<file path="config.mk">
export PLATFORM = sky130hd
export DESIGN_NAME = matrix_fetch_loader_flat
export DESIGN_NICKNAME = d
export VERILOG_FILES = /design/src/rtl/matrix_fetch_loader_if.sv /design/src/rtl/matrix_fetch_loader.sv /design/src/flat_wrapper.sv
export SDC_FILE = /design/constraint.sdc
export NUM_CORES = 1
export LEC_CHECK = 0
export CAP_MARGIN = 40
export CORE_ASPECT_RATIO = 0.5
export CORE_MARGIN = 4
export CORE_UTILIZATION = 30
export CTS_CLUSTER_DIAMETER = 50
export DETAILED_ROUTE_END_ITERATION = 6
export GPL_ROUTABILITY_DRIVEN = 0
export PLACE_DENSITY = 0.62
export SETUP_SLACK_MARGIN = 0.02
export SYNTH_ARGS = -nofsm -noshare
export SYNTH_HDL_FRONTEND = slang
export SYNTH_SLANG_ARGS = --single-unit
</file>
<file path="constraint.sdc">
create_clock -name clk -period 2.15 [get_ports clk]
set_input_delay 0.43 -clock clk [delete_from_list [all_inputs] [get_ports clk]]
set_output_delay 0.43 -clock clk [all_outputs]
set_load 0.03 [all_outputs]
</file>
<file path="src/rtl/matrix_fetch_loader_if.sv">
// Avalon-MM read port of mem_wrapper plus the shared byte write side of the
// B FIFO and the NUM_ROWS_A A FIFOs.
interface matrix_fetch_loader_if #(
  parameter int DATA_WIDTH = 8,
  parameter int WORD_BYTES = 8,
  parameter int NUM_ROWS_A = 8,
  parameter int ADDR_WIDTH = 32
);
  logic [ADDR_WIDTH-1:0]            address;
  logic                             read;
  logic [DATA_WIDTH*WORD_BYTES-1:0] readdata;
  logic                             readdatavalid;
  logic                             waitrequest;
  logic [DATA_WIDTH-1:0]            fifo_data;
  logic                             wrreq_B;
  logic                             wrfull_B;
  logic [NUM_ROWS_A-1:0]            wrreq_A;
  logic [NUM_ROWS_A-1:0]            wrfull_A;

  modport master (
    output address, read, fifo_data, wrreq_B, wrreq_A,
    input  readdata, readdatavalid, waitrequest, wrfull_B, wrfull_A
  );

  modport slave (
    input  address, read, fifo_data, wrreq_B, wrreq_A,
    output readdata, readdatavalid, waitrequest, wrfull_B, wrfull_A
  );
endinterface

</file>
<file path="src/rtl/matrix_fetch_loader.sv">
// Fill stage for the systolic MAC array: fetches the B word and the A row words
// one at a time and serializes each into its input FIFO, LSB byte first.
module matrix_fetch_loader #(
  parameter int                    DATA_WIDTH = 8,
  parameter int                    WORD_BYTES = 8,
  parameter int                    NUM_ROWS_A = 8,
  parameter int                    ADDR_WIDTH = 32,
  parameter logic [ADDR_WIDTH-1:0] BASE_ADDR  = {ADDR_WIDTH{1'b0}}
) (
  input  logic                  clk,
  input  logic                  rst_n,
  input  logic                  i_start,
  output logic                  o_busy,
  output logic                  o_done,
  matrix_fetch_loader_if.master bus
);
  localparam int WORD_W = DATA_WIDTH * WORD_BYTES;
  localparam int BYTE_W = (WORD_BYTES > 1) ? $clog2(WORD_BYTES) : 1;
  localparam int ROW_W  = $clog2(NUM_ROWS_A + 1);
  localparam logic [BYTE_W-1:0] LAST_BYTE = BYTE_W'(WORD_BYTES - 1);
  localparam logic [ROW_W-1:0]  LAST_ROW  = ROW_W'(NUM_ROWS_A);

  typedef enum logic [2:0] {
    ST_IDLE  = 3'd0,
    ST_REQ   = 3'd1,
    ST_WAIT  = 3'd2,
    ST_SHIFT = 3'd3,
    ST_DONE  = 3'd4
  } state_t;

  state_t                r_state;
  state_t                w_next_state;
  logic [ROW_W-1:0]      r_row;
  logic [BYTE_W-1:0]     r_byte;
  logic [WORD_W-1:0]     r_word;
  logic                  r_busy;
  logic                  r_done;
  logic                  r_read;
  logic [ADDR_WIDTH-1:0] r_address;

  logic                  w_row_is_b;
  logic [NUM_ROWS_A-1:0] w_row_sel_a;
  logic                  w_target_full;
  logic                  w_write;
  logic                  w_last_byte;
  logic                  w_last_row;
  logic [DATA_WIDTH-1:0] w_fifo_data;

  // Row 0 targets the B FIFO, row r targets A FIFO r-1; a full target stalls the shift.
  always_comb begin
    w_row_is_b  = (r_row == {ROW_W{1'b0}});
    w_row_sel_a = {NUM_ROWS_A{1'b0}};
    for (int i = 0; i < NUM_ROWS_A; i++) begin
      w_row_sel_a[i] = (r_row == ROW_W'(i + 1));
    end
    w_target_full = w_row_is_b ? bus.wrfull_B : (|(w_row_sel_a & bus.wrfull_A));
    w_write       = (r_state == ST_SHIFT) && !w_target_full;
    w_last_byte   = (r_byte == LAST_BYTE);
    w_last_row    = (r_row == LAST_ROW);
  end

  // Byte lane select out of the latched word.
  always_comb begin
    w_fifo_data = {DATA_WIDTH{1'b0}};
    for (int i = 0; i < WORD_BYTES; i++) begin
      w_fifo_data = w_fifo_data |
        ((r_byte == BYTE_W'(i)) ? r_word[i*DATA_WIDTH +: DATA_WIDTH] : {DATA_WIDTH{1'b0}});
    end
  end

  // Next-state decode for the fetch/serialize sequence.
  always_comb begin
    w_next_state = r_state;
    case (r_state)
      ST_IDLE, ST_DONE: w_next_state = i_start ? ST_REQ : r_state;
      ST_REQ:           w_next_state = bus.waitrequest ? ST_REQ : ST_WAIT;
      ST_WAIT:          w_next_state = bus.readdatavalid ? ST_SHIFT : ST_WAIT;
      ST_SHIFT: begin
        if (w_write && w_last_byte) begin
          w_next_state = w_last_row ? ST_DONE : ST_REQ;
        end else begin
          w_next_state = ST_SHIFT;
        end
      end
      default:          w_next_state = ST_IDLE;
    endcase
  end

  // State, counters, captured word and the registered bus/status outputs.
  always_ff @(posedge clk or negedge rst_n) begin
    if (!rst_n) begin
      r_state   <= ST_IDLE;
      r_row     <= {ROW_W{1'b0}};
      r_byte    <= {BYTE_W{1'b0}};
      r_word    <= {WORD_W{1'b0}};
      r_busy    <= 1'b0;
      r_done    <= 1'b0;
      r_read    <= 1'b0;
      r_address <= BASE_ADDR;
    end else begin
      r_state <= w_next_state;
      case (r_state)
        ST_IDLE, ST_DONE: begin
          if (i_start) begin
            r_row     <= {ROW_W{1'b0}};
            r_byte    <= {BYTE_W{1'b0}};
            r_busy    <= 1'b1;
            r_done    <= 1'b0;
            r_read    <= 1'b1;
            r_address <= BASE_ADDR;
          end
        end
        ST_REQ: begin
          if (!bus.waitrequest) begin
            r_read <= 1'b0;
          end
        end
        ST_WAIT: begin
          if (bus.readdatavalid) begin
            r_word <= bus.readdata;
            r_byte <= {BYTE_W{1'b0}};
          end
        end
        ST_SHIFT: begin
          if (w_write && w_last_byte) begin
            r_byte <= {BYTE_W{1'b0}};
            if (w_last_row) begin
              r_busy <= 1'b0;
              r_done <= 1'b1;
            end else begin
              r_row     <= r_row + ROW_W'(1);
              r_read    <= 1'b1;
              r_address <= BASE_ADDR + ADDR_WIDTH'(r_row) + ADDR_WIDTH'(1);
            end
          end else if (w_write) begin
            r_byte <= r_byte + BYTE_W'(1);
          end
        end
        default: begin
          r_read <= 1'b0;
        end
      endcase
    end
  end

  assign o_busy        = r_busy;
  assign o_done        = r_done;
  assign bus.read      = r_read;
  assign bus.address   = r_address;
  assign bus.fifo_data = w_fifo_data;
  assign bus.wrreq_B   = w_write && w_row_is_b;
  assign bus.wrreq_A   = {NUM_ROWS_A{w_write}} & w_row_sel_a;
endmodule
</file>
<file path="src/flat_wrapper.sv">
// flat-port wrapper written by rule: the top's interface ports become plain ports
module matrix_fetch_loader_flat 
#(
  parameter int                    DATA_WIDTH = 8,
  parameter int                    WORD_BYTES = 8,
  parameter int                    NUM_ROWS_A = 8,
  parameter int                    ADDR_WIDTH = 32,
  parameter logic [ADDR_WIDTH-1:0] BASE_ADDR  = {ADDR_WIDTH{1'b0}}
)
  (clk, rst_n, i_start, o_busy, o_done, bus_address, bus_read, bus_fifo_data, bus_wrreq_B, bus_wrreq_A, bus_readdata, bus_readdatavalid, bus_waitrequest, bus_wrfull_B, bus_wrfull_A);
  matrix_fetch_loader_if #(.DATA_WIDTH(DATA_WIDTH), .WORD_BYTES(WORD_BYTES), .NUM_ROWS_A(NUM_ROWS_A), .ADDR_WIDTH(ADDR_WIDTH)) bus_i ();
  input  logic clk;
  input  logic rst_n;
  input  logic i_start;
  output logic o_busy;
  output logic o_done;
  output wire logic [$bits(bus_i.address)-1:0] bus_address;
  output wire logic [$bits(bus_i.read)-1:0] bus_read;
  output wire logic [$bits(bus_i.fifo_data)-1:0] bus_fifo_data;
  output wire logic [$bits(bus_i.wrreq_B)-1:0] bus_wrreq_B;
  output wire logic [$bits(bus_i.wrreq_A)-1:0] bus_wrreq_A;
  input wire logic [$bits(bus_i.readdata)-1:0] bus_readdata;
  input wire logic [$bits(bus_i.readdatavalid)-1:0] bus_readdatavalid;
  input wire logic [$bits(bus_i.waitrequest)-1:0] bus_waitrequest;
  input wire logic [$bits(bus_i.wrfull_B)-1:0] bus_wrfull_B;
  input wire logic [$bits(bus_i.wrfull_A)-1:0] bus_wrfull_A;
  assign bus_address = bus_i.address;
  assign bus_read = bus_i.read;
  assign bus_fifo_data = bus_i.fifo_data;
  assign bus_wrreq_B = bus_i.wrreq_B;
  assign bus_wrreq_A = bus_i.wrreq_A;
  assign bus_i.readdata = bus_readdata;
  assign bus_i.readdatavalid = bus_readdatavalid;
  assign bus_i.waitrequest = bus_waitrequest;
  assign bus_i.wrfull_B = bus_wrfull_B;
  assign bus_i.wrfull_A = bus_wrfull_A;
  matrix_fetch_loader #(.DATA_WIDTH(DATA_WIDTH), .WORD_BYTES(WORD_BYTES), .NUM_ROWS_A(NUM_ROWS_A), .ADDR_WIDTH(ADDR_WIDTH), .BASE_ADDR(BASE_ADDR)) u_core (.clk(clk), .rst_n(rst_n), .i_start(i_start), .o_busy(o_busy), .o_done(o_done), .bus(bus_i));
endmodule
</file>
### Word level (Yosys, flattened, before mapping)

Cells that the tools add are included.

| word-level totals | value |
|---|---|
| register bits after elaboration | 109 |
| latch bits | 0 |
| memory bits (writable) | 0 |
| memory bits (read-only) | 0 |
| memories kept | 0 |

| operators by class | value |
|---|---|
| add/sub/neg operators | 3 |
| $mul | 0 |
| div/mod/pow operators | 0 |
| $lt $le $gt $ge | 0 |
| equality and inequality tests | 26 |
| shift-type cells | 0 |
| mux-type cells | 40 |
| bitwise gates (word level) | 10 |
| reductions and logical operators | 16 |

Operator list:

| operator | number |
|---|---|
| two-way mux 32 bit | 3 |
| two-way mux 8 bit | 8 |
| case mux 32 bit (2 select lines) | 1 |
| bitwise OR 8 bit | 7 |
| two-way mux 3 bit | 7 |
| AND 8 bit | 2 |
| equality test 4 x 3 -> 1 bit, second input constant | 4 |
| equality test 3 bit, second input constant | 5 |
| equality test 3 x 2 -> 1 bit, second input constant | 4 |
| two-way mux 4 bit | 3 |
| case mux 3 bit (4 select lines) | 1 |
| AND reduction 4 bit | 3 |
| two-way mux 1 bit | 11 |
| != test 2 bit, second input constant | 5 |
| case mux 3 bit (3 select lines) | 1 |
| equality test 4 x 2 -> 1 bit, second input constant | 2 |
| case mux 4 bit (2 select lines) | 1 |
| OR reduction 8 bit | 1 |
| equality test 3 x 1 -> 1 bit, second input constant | 2 |
| zero test 3 bit | 2 |
| adder 4 x 1 -> 5 bit, second input constant | 1 |
| AND reduction 5 bit | 1 |
| adder 4 x 1 -> 4 bit, second input constant | 1 |
| equality test 4 x 1 -> 1 bit, second input constant | 1 |
| other kinds (15) | 18 |

### Depth between registers and ports, before layout

Gate-level depths: netlist of the first run.

| depth | value |
|---|---|
| word-level depth | 9 |
| gate-level depth with buffers | 8 |

### Least setup slack after synthesis of the first run

No wires, ideal clock.

| timing path | value |
|---|---|
| kind | reg2out |
| from | register u_core.r_row[0] |
| to | output bus_wrreq_A[0] |
| data arrival time | 2264 ps |
| required time | 1720 ps |
| path slack | -544 ps |
| stages on the path, launching flop included | 9 |
| path buffers | 1 |
| path through | dfrtp_1 -> inv_1 -> ha_1 -> a22o_1 -> and3_1 -> o31ai_2 -> buf_6 -> nor4b_4 -> and2_1 |

| on the way | value |
|---|---|
| word-level cells in the longest chain between the ends | 7 |

RTL lines:

| what | line | text |
|---|---|---|
| start, declared | matrix_fetch_loader.sv:33 | `logic [ROW_W-1:0] r_row;` |
| start signal, assigned | matrix_fetch_loader.sv:93 | `r_row <= {ROW_W{1'b0}};` |
| start signal, assigned | matrix_fetch_loader.sv:105 | `r_row <= {ROW_W{1'b0}};` |
| start signal, assigned | matrix_fetch_loader.sv:131 | `r_row <= r_row + ROW_W'(1);` |
| equality test 4 x 1 -> 1 bit (tied with other cells) | matrix_fetch_loader.sv:54 | `w_row_sel_a[i] = (r_row == ROW_W'(i + 1));` |
| AND 8 bit | matrix_fetch_loader.sv:56 | `w_target_full = w_row_is_b ? bus.wrfull_B : (\|(w_row_sel_a & bus.wrfull_A));` |
| OR reduction 8 bit | matrix_fetch_loader.sv:56 |  |
| two-way mux 1 bit | matrix_fetch_loader.sv:56 |  |
| zero test 1 bit | matrix_fetch_loader.sv:57 | `w_write = (r_state == ST_SHIFT) && !w_target_full;` |
| logical AND 1 bit | matrix_fetch_loader.sv:57 |  |
| AND 8 bit * | matrix_fetch_loader.sv:152 | `assign bus.wrreq_A = {NUM_ROWS_A{w_write}} & w_row_sel_a;` |
| end, declared | flat_wrapper.sv:21 | `output wire logic [$bits(bus_i.wrreq_A)-1:0] bus_wrreq_A;` |

Every way passes the cells marked *; elsewhere a longest branch is shown, timed or not.

### Final worst setup path of the first run

| timing path | value |
|---|---|
| from | register u_core.r_row[1] |
| to | output bus_wrreq_A[0] |

Same word-level chain as after synthesis.

==> results of run 1 <==
what timing repair did:
item | 4_1_cts | 5_1_grt
pin swaps | 19 | 7
setup endpoints to repair | 21 | 29
hold buffers | 0 | 0
cloned | 1 | 0
setup buffers | 12 | 3
resized for setup | 93 | 8
state kept, by name, indices dropped and copies added (netlist names):
| register | cells |
|---|---|
| u_core.r_state | 3 |
| u_core.r_row | 3 |
| u_core.r_word | 64 |
| u_core.bus.address | 2 |
| u_core.r_byte | 3 |
| u_core.bus.read | 1 |
| u_core.o_busy | 1 |
| u_core.o_done | 1 |
critical path, stage by stage (launching register included):
cell and delay, ps:
dfrtp_2 450, inv_4 90, ha_4 170, or4b_4 490, o31ai_4 80, nor4b_4 300
and2_4 200, buf_6 120
final cells by class:
class	instances	area, um^2	area share
Inverter	9	38.8	0.00656
Clock inverter	6	92.6	0.0156
Multi-Input combinational cell	208	1930	0.326
Clock buffer	10	229	0.0387
Sequential cell	78	1950	0.330
Timing Repair Buffer	150	1460	0.247
Tap cell	170	213	0.0359
layer usage:
layer,GRT usage,routed length (um)
met5,0,0
met4,0.0370,102
met3,0.0375,687
met2,0.232,4850
met1,0.184,4720
cell usage after synthesis, drive strengths merged (2+ instances only):
master  count
buf        39
a222oi     16
o21ai       2
nor2b       2
and2        8
mux2i      12
nor4        2
a211o       2
a22o        3
a22oi       2
a21oi       4
nand4       3
ha         10
a221o       8
dfrtp      78
nor2        9
and3        4
clkbuf      6
nand2      12
mux2       65
a21o        2
inv         9
worst max-delay path by stage:
| stage | from | endpoint | depth (start not counted) |
|---|---|---|---|
| finish | u_core.r_row[1] | bus_wrreq_A[0] | 7 |
| CTS | u_core.r_row[1] | bus_wrreq_A[0] | 7 |
| detailed placement | u_core.r_byte[0] | bus_fifo_data[5] | 7 |
| global route | u_core.r_row[0] | bus_wrreq_A[1] | 8 |
| global placement | u_core.r_byte[0] | bus_fifo_data[6] | 7 |
| floorplan | u_core.r_row[0] | bus_wrreq_A[0] | 8 |
per-stage QoR:
stage           util  cells  total power (uW)  area [um^2]  worst slack (ps)
6_report       0.463    631              8450         5920              -524
5_1_grt        0.463    631              8960         5920              -631
4_1_cts        0.459    628              8410         5870              -541
3_5_place_dp   0.415    599              6240         5300              -667
3_3_place_gp   0.415    599              6190         5300              -529
2_1_floorplan      -    340              4870         4120              -249
logic make-up (layout without fill, tap and decap cells):
| kind of cell | Yosys count | after routing | share of synthesized area |
|---|---|---|---|
| buf+inv | 54 | 175 | 0.0820 |
| compound gates | 44 | 44 | 0.100 |
| mux | 77 | 77 | 0.216 |
| other cells | 1 | 27 | 0.000949 |
| simple gates | 50 | 50 | 0.0757 |
| fa+ha+maj | 10 | 10 | 0.0317 |
| flops | 78 | 78 | 0.494 |
where the power goes:
group / internal (uW) / switching (uW) / total (uW)
logic: 2270 / 1930 / 4200
registers: 2160 / 455 / 2610
clock network: 1020 / 612 / 1640
==> results.tsv, run 1 <==
metric	value	unit
wl_per_cell	16.4	um
synthArstFlopShare	1.00	
final-hold-violation-count	0	
synthCells	314	
worstSetupEndpointType	primary output	
max-cap-violations	0	
violations	setup timing	
grt_max_degree	48	
grt_first_pass_wirelength	16.5	mm
grt_setup_unrepaired	yes	
fin_crit	2670	ps
netlist_area	0.00395	mm^2
run_status	finished with violations	
viasPerCell	4.77	
setup_viol	23	
drc	0	
fmax	374	MHz
hold_slack	99.1	ps
via_count	3008	
r2r_cells	10	
synth-warning-count	0	
die-width	170	um
ys_top_cells_by_area	dfrtp_1, mux2_2, buf_4	
initial_core_util	0.309	
grt_overflow	0	
worst_slack	-524	ps
cts_root_buffer	clkbuf_16	
cts_buffers	9	
clock_skew	6.49	ps
slew-limit-headroom	0.590	
io_buffer_count	102	
final_nets	544	
htreeDepth	3	
dp_hpwl	7.63	mm
slew_violations	0	
ir_drop	0.485	mV
yosysTopAreaCell	dfrtp_1	
path_class	reg2out	
reg2reg_to	u_core.r_byte[0]	
tightest_slew	616	ps
p_leak	0.00258	uW
min_path_type	in2async	
regToRegStartpoint	u_core.r_row[1]	
ant_nets	0	
drive_above_1_share	0.393	
synthFlopType	dfrtp_1	
mostFrequentLayoutCells	clkdlybuf4s50_1, dfrtp_1, mux2_2, buf_4, conb_1	
tns	-7410	ps
antenna_found_initial	0	
worstSkewPairLatency	330	ps
avgSynthCellArea	12.6	um^2
startpoint_type	register	
numClockSinks	78	
synth_top_area_share	0.494	
cts_buffer_depth	2	
drt-initial-drc-count	192	
die_area	0.0152	mm^2
row_count	29	
yosysSeqAreaShare	0.494	
final_common_cell	clkdlybuf4s50_1	
ff2ff_setup_slack	-150	ps
grt_usage	0.140	
die_y	89.2	um
fill_cells	1159	
synth_edf_count	0	
cts_tree	built	
dr.pass1.iters	7	
drt_wl_total	10.4	mm
synth.distinct_cells	45	
core-area	0.0128	mm^2
boundaryPins	130	
grt_pass1_vias	3054	
antenna_cells	0	
timing.final.crit_share	1.24	
worst_ep_required_time	1720	ps
clk_pin_slew	60	ps
power.density	1430	mW/mm^2
syn_to_final_growth	49.7	%
ys_ff_latch	78	
critPathMaxFanout	5	
arrival	2240	ps
Power figures use the tool's default switching activity.
==> run 2: changes to the inputs <==
--- a/config.mk
+++ b/config.mk
@@ -5,6 +5,7 @@
 export SDC_FILE = /design/constraint.sdc
 export NUM_CORES = 1
 export LEC_CHECK = 0
+export ABC_AREA = 0
 export CAP_MARGIN = 40
 export CORE_ASPECT_RATIO = 0.5
 export CORE_MARGIN = 4
==> results of run 2 <==
Final layout, timing and power as in run 1 (identical DEF).
